$ cat src/rtl/c_skip_seq_adder_ctrl.sv
// Sequential wide adder: one carry-skip adder of WIDTH bits is reused over CHUNKS chunks, LSB chunk first.
// Optional signed-overflow output is enabled by defining C_SKIP_SEQ_OVF_EN.

module c_skip_adder #(
  parameter int WIDTH = 26,
  parameter int BLK   = 4
) (
  input  logic [WIDTH-1:0] a_i,
  input  logic [WIDTH-1:0] b_i,
  input  logic             ci_i,
  output logic [WIDTH-1:0] s_o,
  output logic             co_o
);
  localparam int NBLK = (WIDTH + BLK - 1) / BLK;

  logic [NBLK:0] cb;

  assign cb[0] = ci_i;

  // Ripple inside each block; a fully propagating block forwards its carry-in directly.
  for (genvar gb = 0; gb < NBLK; gb++) begin : g_blk
    localparam int LO = gb * BLK;
    localparam int NB = (WIDTH - LO < BLK) ? (WIDTH - LO) : BLK;

    logic [NB-1:0] p;
    logic [NB-1:0] g;
    logic [NB-1:0] sum;
    logic          rco;

    assign p = a_i[LO +: NB] ^ b_i[LO +: NB];
    assign g = a_i[LO +: NB] & b_i[LO +: NB];

    always_comb begin
      logic c;
      c   = cb[gb];
      sum = '0;
      for (int unsigned j = 0; j < NB; j++) begin
        sum[j] = p[j] ^ c;
        c      = g[j] | (p[j] & c);
      end
      rco = c;
    end

    assign s_o[LO +: NB] = sum;
    assign cb[gb+1]      = (&p) ? cb[gb] : rco;
  end

  assign co_o = cb[NBLK];
endmodule

module c_skip_seq_adder_ctrl #(
  parameter int WIDTH  = 26,
  parameter int CHUNKS = 4
) (
  input  logic                    clk,
  input  logic                    rst_n,
  input  logic                    in_valid,
  output logic                    in_ready,
  input  logic [WIDTH*CHUNKS:1]   A,
  input  logic [WIDTH*CHUNKS:1]   B,
  input  logic                    cin,
  output logic                    out_valid,
  input  logic                    out_ready,
  output logic [WIDTH*CHUNKS:1]   S,
  output logic                    cout
`ifdef C_SKIP_SEQ_OVF_EN
  ,
  output logic                    ovf
`endif
);
  localparam int KW = $clog2(CHUNKS);

  typedef enum logic [1:0] {
    IDLE,
    BUSY,
    DONE
  } state_e;

  state_e            state_q;
  logic [KW-1:0]     k_q;
  logic [WIDTH-1:0]  a_q [CHUNKS];
  logic [WIDTH-1:0]  b_q [CHUNKS];
  logic [WIDTH-1:0]  s_q [CHUNKS];
  logic [WIDTH-1:0]  a_in [CHUNKS];
  logic [WIDTH-1:0]  b_in [CHUNKS];
  logic              cin_q;
  logic              carry_q;
  logic              cout_q;
  logic              in_ready_q;
  logic              out_valid_q;

  logic [WIDTH-1:0]  add_a;
  logic [WIDTH-1:0]  add_b;
  logic [WIDTH-1:0]  add_s;
  logic              add_ci;
  logic              add_co;
  logic              add_cmsb;
  logic              last_chunk;

  // Operands and result are held as chunk arrays so the active chunk is a plain array index.
  for (genvar gc = 0; gc < CHUNKS; gc++) begin : g_chunk
    assign a_in[gc]                    = A[WIDTH*gc+1 +: WIDTH];
    assign b_in[gc]                    = B[WIDTH*gc+1 +: WIDTH];
    assign S[WIDTH*gc+1 +: WIDTH]      = s_q[gc];
  end

  always_comb begin
    add_a      = a_q[k_q];
    add_b      = b_q[k_q];
    add_ci     = (k_q == '0) ? cin_q : carry_q;
    add_cmsb   = add_a[WIDTH-1] ^ add_b[WIDTH-1] ^ add_s[WIDTH-1];
    last_chunk = (k_q == KW'(CHUNKS - 1));
  end

  c_skip_adder #(
    .WIDTH (WIDTH),
    .BLK   (4)
  ) u_adder (
    .a_i  (add_a),
    .b_i  (add_b),
    .ci_i (add_ci),
    .s_o  (add_s),
    .co_o (add_co)
  );

`ifdef C_SKIP_SEQ_OVF_EN
  logic ovf_q;
  assign ovf = ovf_q;
`endif

  always_ff @(posedge clk or negedge rst_n) begin
    if (!rst_n) begin
      state_q     <= IDLE;
      k_q         <= '0;
      a_q         <= '{default: '0};
      b_q         <= '{default: '0};
      s_q         <= '{default: '0};
      cin_q       <= 1'b0;
      carry_q     <= 1'b0;
      cout_q      <= 1'b0;
      in_ready_q  <= 1'b1;
      out_valid_q <= 1'b0;
`ifdef C_SKIP_SEQ_OVF_EN
      ovf_q       <= 1'b0;
`endif
    end else begin
      case (state_q)
        IDLE: begin
          if (in_valid) begin
            a_q        <= a_in;
            b_q        <= b_in;
            cin_q      <= cin;
            k_q        <= '0;
            in_ready_q <= 1'b0;
            state_q    <= BUSY;
          end
        end
        BUSY: begin
          s_q[k_q] <= add_s;
          carry_q  <= add_co;
          if (last_chunk) begin
            cout_q      <= add_co;
`ifdef C_SKIP_SEQ_OVF_EN
            ovf_q       <= add_cmsb ^ add_co;
`endif
            out_valid_q <= 1'b1;
            state_q     <= DONE;
          end else begin
            k_q <= k_q + KW'(1);
          end
        end
        DONE: begin
          if (out_ready) begin
            out_valid_q <= 1'b0;
            in_ready_q  <= 1'b1;
            state_q     <= IDLE;
          end
        end
        default: state_q <= IDLE;
      endcase
    end
  end

  assign in_ready  = in_ready_q;
  assign out_valid = out_valid_q;
  assign cout      = cout_q;

  a_ready_idle: assert property (@(posedge clk) disable iff (!rst_n)
    in_ready_q == (state_q == IDLE));
  a_valid_done: assert property (@(posedge clk) disable iff (!rst_n)
    out_valid_q == (state_q == DONE));
endmodule

$ cat config.mk
export PLATFORM = sky130hd
export DESIGN_NAME = c_skip_seq_adder_ctrl
export DESIGN_NICKNAME = d
export VERILOG_FILES = /design/src/rtl/c_skip_seq_adder_ctrl.sv
export SDC_FILE = /design/constraint.sdc
export NUM_CORES = 1
export LEC_CHECK = 0
export BUFFER_PORTS_ARGS = -buffer_cell sky130_fd_sc_hd__buf_2
export CELL_PAD_IN_SITES_DETAIL_PLACEMENT = 0
export CELL_PAD_IN_SITES_GLOBAL_PLACEMENT = 2
export CORE_ASPECT_RATIO = 0.75
export CORE_MARGIN = 1.5
export CORE_UTILIZATION = 41
export CTS_BUF_LIST = sky130_fd_sc_hd__clkbuf_2 sky130_fd_sc_hd__clkbuf_4 sky130_fd_sc_hd__clkbuf_8
export CTS_CLUSTER_DIAMETER = 60
export DETAILED_ROUTE_END_ITERATION = 7
export PLACE_DENSITY_LB_ADDON = 0.15
export REMOVE_ABC_BUFFERS = 1
export SETUP_SLACK_MARGIN = 0.5
export SYNTH_ARGS = -nofsm -noshare
export SYNTH_HDL_FRONTEND = slang
export SYNTH_SLANG_ARGS = --single-unit
export TNS_END_PERCENT = 50
$ cat constraint.sdc
create_clock -name clk -period 16.4 [get_ports clk]
set_input_delay 1.64 -clock clk [delete_from_list [all_inputs] [get_ports clk]]
set_output_delay 1.64 -clock clk [all_outputs]
set_load 0.05 [all_outputs]
==> summary.txt <==
Outcome
  • Status: completed

Detailed routing
  • Drt wl/cell: 21.72 µm
  • DRC: 0
  • WL final: 37.93 mm
  • Final ANT Viol Nets: 0
  • Pre-Repair DR Iteration Count: 4
  • Vias/cell: 4.856
  • Vias after detailed routing: 8479
  • Number of DRC markers in iteration 0: 413

Cells and area
  • Area delta synth->final: 19.53%
  • Nets: 1467
  • Cell area after layout: 18280 µm²
  • Fill cells: 3278
  • Multi-input logic area: 6680 µm²
  • Share of cells above drive strength 1: 64.76%
  • Sequential Area: 8039 µm²

Timing
  • Worst Tran Pin Value: 1.174 ns
  • Final Hold Violating Endpoints: 0
  • Post-route clock skew: 0.01581 ns
  • RSZ-0062 raised after global routing: no
  • Slew headroom: 21.44%
  • Fmax: 66.07 MHz
  • Max-slew violation count: 0
  • Setup TNS: 0 ns
  • Post-route minimum period: 15.14 ns
  • Crit share post-route: 92.30%
  • Setup violations, final: 0

Logic synthesis
  • Library cells used by synthesis: 31
  • Syn_area_per_cell: 17.86 µm²
  • Synthesized instance count: 856
  • Sequential area share after synthesis: 52.54%
  • Yosys reg bits: 321
  • Leading area contributor after synthesis: dfrtp_1
  • Synth area leaders: dfrtp_1 (52%), mux2_4 (20%), mux2_2 (8.2%), mux4_2 (7.7%), fa_1 (3.4%)
  • Synth warn: 0
  • Area share of the largest cell type after synthesis: 52.37%
  • Syn Std Cell Area: 15290 µm²

Clock tree
  • Root buffer cell: clkbuf_8
  • CTS tree: yes
  • Longest Clk Path Bufs: 3
  • H-tree levels: 2
  • # clock sinks: 321
  • CTS Hold Bufs: 0
  • CTS clk-pin slew, worst paths: 0.07 ns
  • Num CTS Buffers: 53
  • Clock latency on the worst-skew pair: 0.60 ns

Floorplan
  • Height of the die: 170.2 µm
  • Core Area: 36940 µm²
  • Initial core utilization: 41.39%
  • Num rows: 61
  • Die width: 226.0 µm
  • I/O pins: 320
  • Die Footprint: 38470 µm²

Global route
  • Grt total ovfl: 0
  • Initial antenna violation count: 4
  • Vias in the first global route: 9011
  • Total Routing Usage GR: 19.96%
  • Largest net degree at the start of global routing: 153
  • First-pass GRT wire length: 56.97 mm

Critical path
  • Crit path DAT: 15.63 ns
  • Slowest CP cell: fa_1
  • Crit path buffers/inverters: 4
  • Crit path max-delay family: adder cells
  • Most common cell type on the critical path: fa_1
  • CP max FO: 6
  • Worst path depth: 45
  • Worst EP required: 16.90 ns
  • CP Class: reg -> reg
  • Maximum single-stage delay on the critical path: 0.48 ns
  • Path depth of the worst reg2reg path: 45
  • CP Capture Type: flip-flop
  • FF-to-FF setup slack: 1.26 ns
  • Crit start category: flip-flop

Placement
  • Placed instance area: 17060 µm²
  • RD Place Congestion: 0.7288
  • I/O Buffers: 319
  • HPWL after detailed placement: 25.94 mm

Run
  • Max-Cap Viols: 0

Hold path
  • Hold depth: 1
  • Min-delay worst type: reg -> reg
## cell usage after synthesis (all sizes together)
| cell | number |
|---|---|
| or2b | 1 |
| nand3 | 2 |
| o31ai | 2 |
| mux2 | 311 |
| mux2i | 1 |
| clkbuf | 4 |
| o21ai | 13 |
| nand2 | 11 |
| a21oi | 9 |
| dfrtp | 320 |
| or2 | 1 |
| a41o | 1 |
| o211ai | 1 |
| inv | 9 |
| ha | 30 |
| dfstp | 1 |
| or3 | 1 |
| nand4 | 5 |
| and4 | 2 |
| buf | 41 |
| fa | 26 |
| nand2b | 3 |
| mux4 | 52 |
| nor2 | 9 |
## kinds of logic (layout without fill, tap and decap cells)
group / Yosys count / in the layout / synth area share (%)
DFF: 321 / 321 / 52.54
buffers and inverters: 54 / 438 / 3.903
other: 0 / 2 / 0
muxes: 364 / 364 / 35.54
AOI/OAI and AO/OA: 26 / 26 / 0.9328
adders and majority gates: 56 / 56 / 5.859
and+or+nand+nor: 35 / 35 / 1.228
## cell usage in the layout, fill, tap and decap left out, types with 2 or more instances in the layout
cell type	count
inv_1	9
clkinv_2	2
clkbuf_8	68
nand2_2	4
buf_4	12
nor2_1	7
nand2b_1	3
ha_1	30
diode_2	2
nand2_1	7
fa_1	26
buf_2	318
mux2_2	111
mux2_4	200
a21oi_1	9
o21ai_1	2
o31ai_1	2
o21ai_0	11
dfrtp_1	318
and4_1	2
nand3_1	2
nand4_1	5
mux4_2	52
clkbuf_4	24
## timing repair
| item | in CTS | in global routing |
|---|---|---|
| buffers inserted | 0 | 3 |
| hold endpoints to repair | 0 | 0 |
| resized for setup | 0 | 5 |
| setup endpoints to repair | 0 | 10 |
## final cells by class
cell class              count  area share [%]
flip-flops and latches    321           43.98
multi-input cells         481           36.55
repair buffers            332           9.392
clock buffers              92           6.106
well taps                 504           3.450
clock inverters             5          0.3081
inverters                   9          0.1848
diodes                      2         0.02738
## through the flow
stage          util, %  setup WS [ns]  hold slack [ns]  instances
4_1_cts          49.36         0.5016           0.5025       1741
6_report         49.48          1.264           0.4975       1746
5_1_grt          49.46         0.5123           0.5137       1744
2_1_floorplan        -         0.3483           0.4749        811
3_5_place_dp     46.19         0.5910           0.4869       1644
3_3_place_gp     46.19         0.8692           0.4803       1644
## final timing paths
kind	startpoint	to
worst min-delay path	S[73]$_DFFE_PN0P_	S[73]$_DFFE_PN0P_
min in group asynchronous	rst_n	S[27]$_DFFE_PN0P_
worst max-delay path	k_q[1]$_DFFE_PN0P_	S[104]$_DFFE_PN0P_
max in group asynchronous	rst_n	b_q[35]$_DFFE_PN0P_
worst max register to register	k_q[1]$_DFFE_PN0P_	S[104]$_DFFE_PN0P_
worst min register to register	S[73]$_DFFE_PN0P_	S[73]$_DFFE_PN0P_
## state kept, by name, indices dropped and copies added (netlist names)
register   count
S            104
a_q          104
b_q          104
carry_q        1
cin_q          1
cout           1
in_ready       1
k_q            2
out_valid      1
state_q        2
## routing by layer
metal	wire, µm	track usage [%]
met1	17730	28.73
met2	16880	29.48
met3	2667	5.767
met4	629	5.107
met5	23	0
Power is not shown: default switching activity piles up to over one toggle a cycle in this logic, so the estimate is an artifact.
